[src/rtl/ks_subtractor_pipe.sv]
// Three-stage elastic Kogge-Stone subtractor: Diff = A - B - borrow_in, computed as A + ~B + ~borrow_in.
// The prefix tree is split between R1 and R2; R2 drives every output.
module ks_subtractor_pipe #(
    parameter int OPERAND_SIZE = 16
) (
    input  logic                    clk,
    input  logic                    rst,
    input  logic                    in_valid,
    output logic                    in_ready,
    input  logic [OPERAND_SIZE-1:0] A,
    input  logic [OPERAND_SIZE-1:0] B,
    input  logic                    borrow_in,
    output logic                    out_valid,
    input  logic                    out_ready,
    output logic [OPERAND_SIZE-1:0] Diff,
    output logic                    borrow_out,
    output logic                    overflow,
    output logic                    zero
);
    localparam int W  = OPERAND_SIZE;
    localparam int L  = $clog2(OPERAND_SIZE);
    localparam int L1 = (L + 1) / 2;

    // Applies prefix levels lo..hi; level k combines bit i with bit i-2^(k-1).
    function automatic logic [2*W-1:0] ks_levels(input logic [W-1:0] g_in,
                                                 input logic [W-1:0] p_in,
                                                 input int lo, input int hi);
        logic [W-1:0] g, p, gn, pn;
        g = g_in;
        p = p_in;
        for (int k = 1; k <= L; k++) begin
            if (k >= lo && k <= hi) begin
                gn = g;
                pn = p;
                for (int i = 0; i < W; i++) begin
                    if (i >= (1 << (k - 1))) begin
                        gn[i] = g[i] | (g[i - (1 << (k - 1))] & p[i]);
                        pn[i] = p[i - (1 << (k - 1))] & p[i];
                    end
                end
                g = gn;
                p = pn;
            end
        end
        return {g, p};
    endfunction

    logic v0, v1, v2;
    logic load0, load1, load2;

    logic [W-1:0] p0, g0;
    logic         cin0, as0, bs0;

    logic [W-1:0] gg1, pp1;
    logic [W-1:0] grp_g1, grp_p1, pb1;
    logic         cin1, as1, bs1;

    logic [W-1:0] gg2, pp2;
    logic [W:0]   carry;
    logic [W-1:0] diff_c;
    logic         bout_c, ovf_c, zero_c;

    assign load2     = ~v2 | out_ready;
    assign load1     = ~v1 | load2;
    assign load0     = ~v0 | load1;
    assign in_ready  = load0;
    assign out_valid = v2;

    assign {gg1, pp1} = ks_levels(g0, p0, 1, L1);
    assign {gg2, pp2} = ks_levels(grp_g1, grp_p1, L1 + 1, L);

    // carry[i] is the carry into bit i; carry[0] is the inverted borrow.
    assign carry  = {gg2 | (pp2 & {W{cin1}}), cin1};
    assign diff_c = pb1 ^ carry[W-1:0];
    assign bout_c = ~carry[W];
    assign ovf_c  = (as1 != bs1) & (diff_c[W-1] != as1);
    assign zero_c = ~|diff_c;

    always_ff @(posedge clk) begin
        if (rst) begin
            v0         <= 1'b0;
            v1         <= 1'b0;
            v2         <= 1'b0;
            Diff       <= '0;
            borrow_out <= 1'b0;
            overflow   <= 1'b0;
            zero       <= 1'b0;
        end else begin
            if (load0) v0 <= in_valid;
            if (load1) v1 <= v0;
            if (load2) begin
                v2         <= v1;
                Diff       <= diff_c;
                borrow_out <= bout_c;
                overflow   <= ovf_c;
                zero       <= zero_c;
            end
        end
    end

    // Contents of R0/R1 are don't-care while the stage is invalid, so no reset.
    always_ff @(posedge clk) begin
        if (load0) begin
            p0   <= A ^ ~B;
            g0   <= A & ~B;
            cin0 <= ~borrow_in;
            as0  <= A[W-1];
            bs0  <= B[W-1];
        end
        if (load1) begin
            grp_g1 <= gg1;
            grp_p1 <= pp1;
            pb1    <= p0;
            cin1   <= cin0;
            as1    <= as0;
            bs1    <= bs0;
        end
    end
endmodule
[config.mk]
export PLATFORM = sky130hd
export DESIGN_NAME = ks_subtractor_pipe
export DESIGN_NICKNAME = d
export VERILOG_FILES = /design/src/rtl/ks_subtractor_pipe.sv
export SDC_FILE = /design/constraint.sdc
export NUM_CORES = 1
export LEC_CHECK = 0
export ABC_AREA = 1
export ABC_CLOCK_PERIOD_IN_PS = 4250
export CAP_MARGIN = 20
export CORE_MARGIN = 3
export CORE_UTILIZATION = 59
export DETAILED_ROUTE_END_ITERATION = 8
export GPL_TIMING_DRIVEN = 0
export HOLD_SLACK_MARGIN = 0.02
export PLACE_DENSITY = 0.83
export SYNTH_ARGS = -nofsm -noshare
export SYNTH_HDL_FRONTEND = slang
export SYNTH_SLANG_ARGS = --single-unit
export TNS_END_PERCENT = 1
[constraint.sdc]
create_clock -name clk -period 4.25 [get_ports clk]
set_clock_uncertainty 0.15 [all_clocks]
set_input_delay 0.6375 -clock clk [delete_from_list [all_inputs] [get_ports clk]]
set_output_delay 0.6375 -clock clk [all_outputs]
set_load 0.02 [all_outputs]
# == Word-level counts from Yosys, hierarchy flattened ==
# Index checks and enable logic that the tools add are counted.
# totals
ff_bits,108
input_bits,37
elab_cells,184
# classes
n_eq_ne,2
n_bitwise,162
n_reduce_logical,2
# ops
operator,n
$and 1x1->1,99
$or 1x1->1,52
$and 16x16->16,2
$xor 16x16->16,2
$not 16->16,1
$or 16x16->16,1
$reduce_or 16->1,1
$not 1->1,5
$ne 1x1->1,2
$logic_not 1->1,1

# == Logic depth before layout (Yosys ltp) ==
# Gate-level depths: netlist of the first run.
# depth
ltp_word,8
depth_mapped,10
ltp_nobuf,10

# == Worst setup path after synthesis of the first run ==
# Ideal clock, no wire load.
# synth_path
kind,input -> output
from,input out_ready
to,output in_ready
t_arrival_ns,1.771
t_required_ns,3.462
slack_ns,1.691
cell_stages,4
n_path_buf,0
cell_sequence,inv_1 > nand2_1 > nor2_1 > nand2_1
# synth_between
elab_chain_cells,3
# synth_rtl
item,line_no,source
start: declaration,14,"input logic out_ready,"
$or 1x1->1,63,assign load2 = ~v2 | out_ready;
$or 1x1->1,64,assign load1 = ~v1 | load2;
$or 1x1->1,65,assign load0 = ~v0 | load1;
end: declaration,9,"output logic in_ready,"
# Every way passes these cells.

# == Final worst setup path of the first run ==
# Same ends and word-level chain as after synthesis.

==> results.toml, run 1 <==
[status]
outcome = "finished, final reports clean"

[final_layout]
n_antenna_cell = 0
area_delta_synth_final_pct = 20.59
drive_gt1_frac = 0.06445
fin_nets = 530
post-route-util = 0.7397

[clock_tree]
clkSinkCount = 107
cts-root-buf = "clkbuf_8"
numCtsBuffers = 9
cts_hold_buf = 0
post-cts-setup-buffers = 0
insertion_delay_ns = 0.37
clkTransAtPathRegs_ns = 0.10
clockBufferDepth = 2
cts_resized = 0
tritoncts = "done"
htreeDepth = 3

[detailed_routing]
drtIter0Drc = 252
routed_wl_um = 8192
vias = 3008
drt_pass1_iterations = 4
ant_nets = 0
drcViolationCount = 0
wire_per_inst_um = 14.12
via_per_inst = 5.186

[floorplan]
die_h_um = 93.30
rows = 31
die_w_um = 93.30
coreArea_um2 = 7331
start_util = 0.6134
die_area_um2 = 8705
ios = 58

[synth]
synth_top_area_frac = 0.5676
synth_adder_area_share = 0.04730
seq_area_frac_synth = 0.6656
synth.net_count = 461
muxShareOfSynthArea = 0
synth_compound_area_frac = 0.08319
synth_area_leaders = "edfxtp_1 57%, dfxtp_1 9.8%, nand2_1 6.6%"
synth_top_family_by_area = "simple AND/OR/NAND/NOR gates"
synth_flop_cell = "edfxtp_1"
postSynthAreaPerCell_um2 = 11.05
synth-xor-area-share = 0.001948
syn_inst = 407
synth_top_area_cell = "edfxtp_1"
ys_ff_latch = 107
ys_warn_count = 0
syn_area_um2 = 4497
yosys.area_share.simple = 0.1444
ys_types = 24
synth_edf_count = 85
postSynth.asyncResetShare = 0

[global_routing]
grt_antenna_before_repair = 0
use_met2 = 0.3419
grt_pass1_wl_um = 13560
grt_max_degree = 51
grt_pass1_vias = 2941
use_met1 = 0.2610
grt_use_total = 0.2052
grt_overflow_total = 0
busiest_layer = "met2"
gr-usage-met3 = 0.03781

[hold_path]
whs_path_depth = 0
hp-class = "flop to flop"

[worst_setup_path]
crit_cells = 6
rr_worst_depth = 4
crit_type = "input pin to output pin"
critical_path.max_fanout = 13
startpoint_type = "input pin"
cp.required_ns = 3.46
critPathMaxStageDelay_ns = 0.72
path_buf_inv = 3
worstPathArrival_ns = 2.61
path_cells = "clkdlybuf4s50_1, inv_1, nand2_1, nor2_1, nand2_1, clkdlybuf4s50_1"
cp_top_family = "buffers and inverters"
slowest_stage = "clkdlybuf4s50_1"
cp-end-kind = "output pin"

[timing]
drv_slew = 0
rsz0062_at_grt = "false"
fmax_mhz = 294.6
setup-tns-final_ns = 0
finalCriticalPeriod_ns = 3.394
worstMarginPinSlew_ns = 0.9975
slew_headroom = 0.3341
hold_viol = 0
finalSetupViolCount = 0
fin_crit_sh = 0.7986

[pwr]
ir_drop_mv = 0.2137
finalPower_mw = 2.198
p_leak_nw = 2.432
power.density_nw_per_um2 = 405.3

[place]
hpwl_um = 6155
place.gp.congestion = 0.8337
port_buffers = 57

[run]
cap_viol_max_count = 0
[Yosys cell counts (all sizes together), types with 2 or more instances]
master and number:
nand2 88, edfxtp 85, inv 64, nor2 28
a21oi 27, dfxtp 22, nand3 22, ha 17
o21ai 17, o211ai 12, nand3b 7, o21bai 5
clkbuf 4, or2 2
[logic make-up (layout without fill, tap and decap cells)]
logic type,Yosys count,count (layout)
buf+inv,69,143
fa+ha+maj,17,17
compound gates,64,64
flops,107,107
simple gates,149,149
xor+xnor,1,1
[sequential cells by signal, indices dropped and copies added, names as in the netlist]
name and count:
Diff 16, as0 1, as1 1, borrow_out 1, bs0 1, bs1 1, cin0 1, cin1 1
g0 16, grp_g1 16, grp_p1 16, out_valid 1, overflow 1, p0 16, pb1 15, v0 1
v1 1, zero 1
[per-stage QoR]
stage / setup WS, ns / cells / hold slack, ns / area (µm²)
floorplan: 1.691 / 407 / 0.2503 / 4497
global placement: 0.2031 / 563 / 0.2538 / 5191
detailed placement: 0.8516 / 564 / 0.2570 / 5219
CTS: 0.8366 / 580 / 0.2811 / 5423
global route: 0.6990 / 580 / 0.2939 / 5423
finish: 0.8561 / 580 / 0.2800 / 5423
[path summary, 6_finish.rpt]
kind / from / to / slack [ns]
min reg2reg: cin0 / cin1 / 0.28
min: cin0 / cin1 / 0.28
max: out_ready / in_ready / 0.86
max reg2reg: out_valid / p0[9] / 2.35
[per-layer routing]
layer,share of wire,vias up
li1,-,1513
met1,0.43,1379
met2,0.50,100
met3,0.055,16
met4,0.019,0
met5,0,-
[area by class of cell]
type	count	area, µm²
sequential	107	2993
fill	477	1908
multi-input combinational	231	1245
timing repair buffer	58	598.1
inverter	65	244.0
clock buffer	11	162.7
tap	99	123.9
clock inverter	5	41.29
buffer	4	15.01
[cells in the final DEF, fill, tap and decap left out]
| master | count |
|---|---|
| edfxtp_1 | 85 |
| nand2_1 | 79 |
| inv_1 | 63 |
| clkdlybuf4s50_1 | 57 |
| nor2_1 | 28 |
| a21oi_1 | 26 |
| dfxtp_1 | 22 |
| nand3_1 | 21 |
| o21ai_0 | 17 |
| ha_1 | 17 |
| o211ai_1 | 12 |
| clkbuf_8 | 10 |
| nand2_2 | 9 |
| nand3b_1 | 7 |
| o21bai_1 | 5 |
| clkbuf_1 | 4 |
| or2_2 | 2 |
| inv_4 | 2 |
| clkinv_4 | 2 |
| inv_2 | 1 |
| o31ai_1 | 1 |
| nor3_1 | 1 |
| a21o_1 | 1 |
| clkinv_1 | 1 |
| nand4_1 | 1 |
| xnor2_1 | 1 |
| nand3_2 | 1 |
| a21oi_2 | 1 |
| o21a_1 | 1 |
| inv_8 | 1 |
| clkbuf_16 | 1 |
| buf_16 | 1 |
[power by group]
group | total (mW) | switching, mW | leakage, nW | internal (mW)
logic | 0.289 | 0.156 | 1.20 | 0.133
clock network | 0.615 | 0.344 | 0.107 | 0.272
registers | 1.29 | 0.0623 | 1.13 | 1.23
(Power assumes the default switching activity.)
==> run 2: changes to the inputs <==
ABC_CLOCK_PERIOD_IN_PS = 3000   (was 4250)
CORE_UTILIZATION = 49   (was 59)
PLACE_DENSITY = 0.74   (was 0.83)
clock period = 3 ns   (was 4.25 ns; I/O delays follow)
==> run 2 against run 1 <==
Effect of this change:
- non-clock buffer count grew 1
- via count fell by 0.86%
- design area increased by 0.97%
- largest cell class unchanged
==> results.toml, run 2 (same netlist as run 1, synthesis figures left out) <==
[final_layout]
fill_cells = 696
fin_nets = 531
final_cell_mix = "85 x edfxtp_1, 78 x nand2_1, 63 x inv_1"
area_delta_synth_final_pct = 21.76
final_common_cell = "edfxtp_1"
drive_gt1_frac = 0.06432
n_antenna_cell = 0

[timing]
setup-tns-final_ns = 0
holdWs_ns = 0.2769
finalSetupViolCount = 0
rsz0062_at_grt = "false"
finalCriticalPeriod_ns = 2.891
worstMarginPinSlew_ns = 0.4291
hold_viol = 0
slew_headroom = 0.7139
fmax_mhz = 345.9
fin_crit_sh = 0.9637
drv_slew = 0

[detailed_routing]
drtIter0Drc = 195
drcViolationCount = 0
via_per_inst = 5.054
ant_nets = 0
drt_pass1_iterations = 4
vias = 2982
routed_wl_um = 7950
wire_per_inst_um = 13.47

[pwr]
p_seq_frac = 0.578
ir_drop_mv = 0.2358
p_sw_uw = 764.3
finalPower_mw = 3.167
p_int_mw = 2.403
power.density_nw_per_um2 = 578.5
clockPowerShare = 0.293
pwr-share-comb = 0.128
netSwitchingFraction = 0.2413
p_leak_nw = 2.445

[clock_tree]
insertion_delay_ns = 0.36
clkSinkCount = 107
post-cts-setup-buffers = 0
clkTransAtPathRegs_ns = 0.09
tritoncts = "done"
clockBufferDepth = 2
numCtsBuffers = 9
htreeDepth = 3
cts-root-buf = "clkbuf_8"
cts_hold_buf = 0

[worst_setup_path]
reg2reg_slack_ns = 1.11
crit_type = "input pin to output pin"
path_buf_inv = 4
cp.required_ns = 2.40
startpoint_type = "input pin"
reg2reg_from = "cin1"
critPathMaxStageDelay_ns = 0.62
cp_top_family = "buffers and inverters"
rr_worst_depth = 8
worstPathArrival_ns = 2.29
slowest_stage = "clkdlybuf4s50_1"
path_cells = "clkdlybuf4s50_1, inv_1, nand2_1, nor2_4, nand2_4, buf_16, clkdlybuf4s50_1"
cp-end-kind = "output pin"
cpMostUsedCell = "clkdlybuf4s50_1"
reg2reg_to = "zero"
crit_cells = 7
startpoint = "out_ready"
critical_path.max_fanout = 25
crit_end = "in_ready"

[floorplan]
rows = 34
die_h_um = 101.8
ios = 58
die_area_um2 = 10360
die_w_um = 101.8
coreArea_um2 = 8806
start_util = 0.5107

[place]
port_buffers = 57
hpwl_um = 6006
place.gp.congestion = 0.8611

[global_routing]
grt_pass1_vias = 2909
grt_max_degree = 49
grt_pass1_wl_um = 13310
grt_use_total = 0.1688
grt_overflow_total = 0
grt_antenna_before_repair = 0

[run]
cap_viol_max_count = 0

[hold_path]
hp-class = "flop to flop"

[status]
outcome = "finished, final reports clean"
run 2: cell types whose count changed in the layout (fill, tap and decap cells not counted), moves of 2 or more:
cell and change:
clkinv_4 -2, inv_4 -2, clkinvlp_4 +2, clkbuf_1 +3, bufinv_16 +2
run 2: area by class of cell:
cell class / instances / area, µm² / share of cell area
plain buffers: 4 / 15.01 / 0.002742
clock buffers: 12 / 135.1 / 0.02468
clock inverters: 4 / 75.07 / 0.01371
inverters: 65 / 244.0 / 0.04456
multi-input cells: 231 / 1260 / 0.2301
flip-flops and latches: 107 / 2993 / 0.5466
well taps: 108 / 135.1 / 0.02468
repair buffers: 59 / 618.1 / 0.1129
run 2: layer usage:
| layer | wire, µm | vias to the layer above | track usage | share of wire |
|---|---|---|---|---|
| met5 | 0 | - | 0 | 0 |
| met4 | 146 | 0 | 0.08078 | 0.018 |
| met3 | 425 | 14 | 0.03444 | 0.053 |
| met2 | 3822 | 83 | 0.2837 | 0.48 |
| met1 | 3557 | 1374 | 0.2086 | 0.45 |
| li1 | - | 1511 | - | - |
run 2: timing repair:
action,4_1_cts,5_1_grt
pin swaps,0,0
endpoints found under the setup margin,1,1
hold endpoints to repair,0,0
resized for setup,3,1
run 2: power by group through the flow:
stage,logic [mW],registers [mW],clock network [mW]
6_report,0.407,1.83,0.929
5_1_grt,0.465,1.85,1.01
4_1_cts,0.410,1.83,0.953
3_5_place_dp,0.406,1.87,0
3_3_place_gp,0.395,1.86,0
2_1_floorplan,0.204,1.87,0
run 2: how the worst min path moves through the flow:
stage / from / end / slack (ns) / cells after the start
after detailed placement: cin0 / cin1 / 0.26 / 0
after global routing: bs0 / bs1 / 0.28 / 0
after floorplan: as0 / as1 / 0.25 / 0
after global placement: bs0 / bs1 / 0.25 / 0
final: cin0 / cin1 / 0.28 / 0
after CTS: cin0 / cin1 / 0.28 / 0
run 2: worst reg2reg max path: stages, from the launching register on:
cell	delay, ns
edfxtp_1	0.53
ha_1	0.34
a21oi_1	0.18
nand3_1	0.10
nor2_1	0.11
nand3_1	0.09
nor2_1	0.13
nand3_1	0.10
a21oi_2	0.11
run 2: per-stage QoR:
stage / setup slack, ns / std cells / utilization / instance area [µm²]
3_5_place_dp: -0.2720 / 574 / 0.5962 / 5250
6_report: 0.1090 / 590 / 0.6218 / 5475
4_1_cts: 0.09394 / 590 / 0.6212 / 5470
3_3_place_gp: -0.7055 / 572 / 0.5908 / 5202
2_1_floorplan: 0.7837 / 407 / - / 4497
5_1_grt: 0.02750 / 590 / 0.6218 / 5475
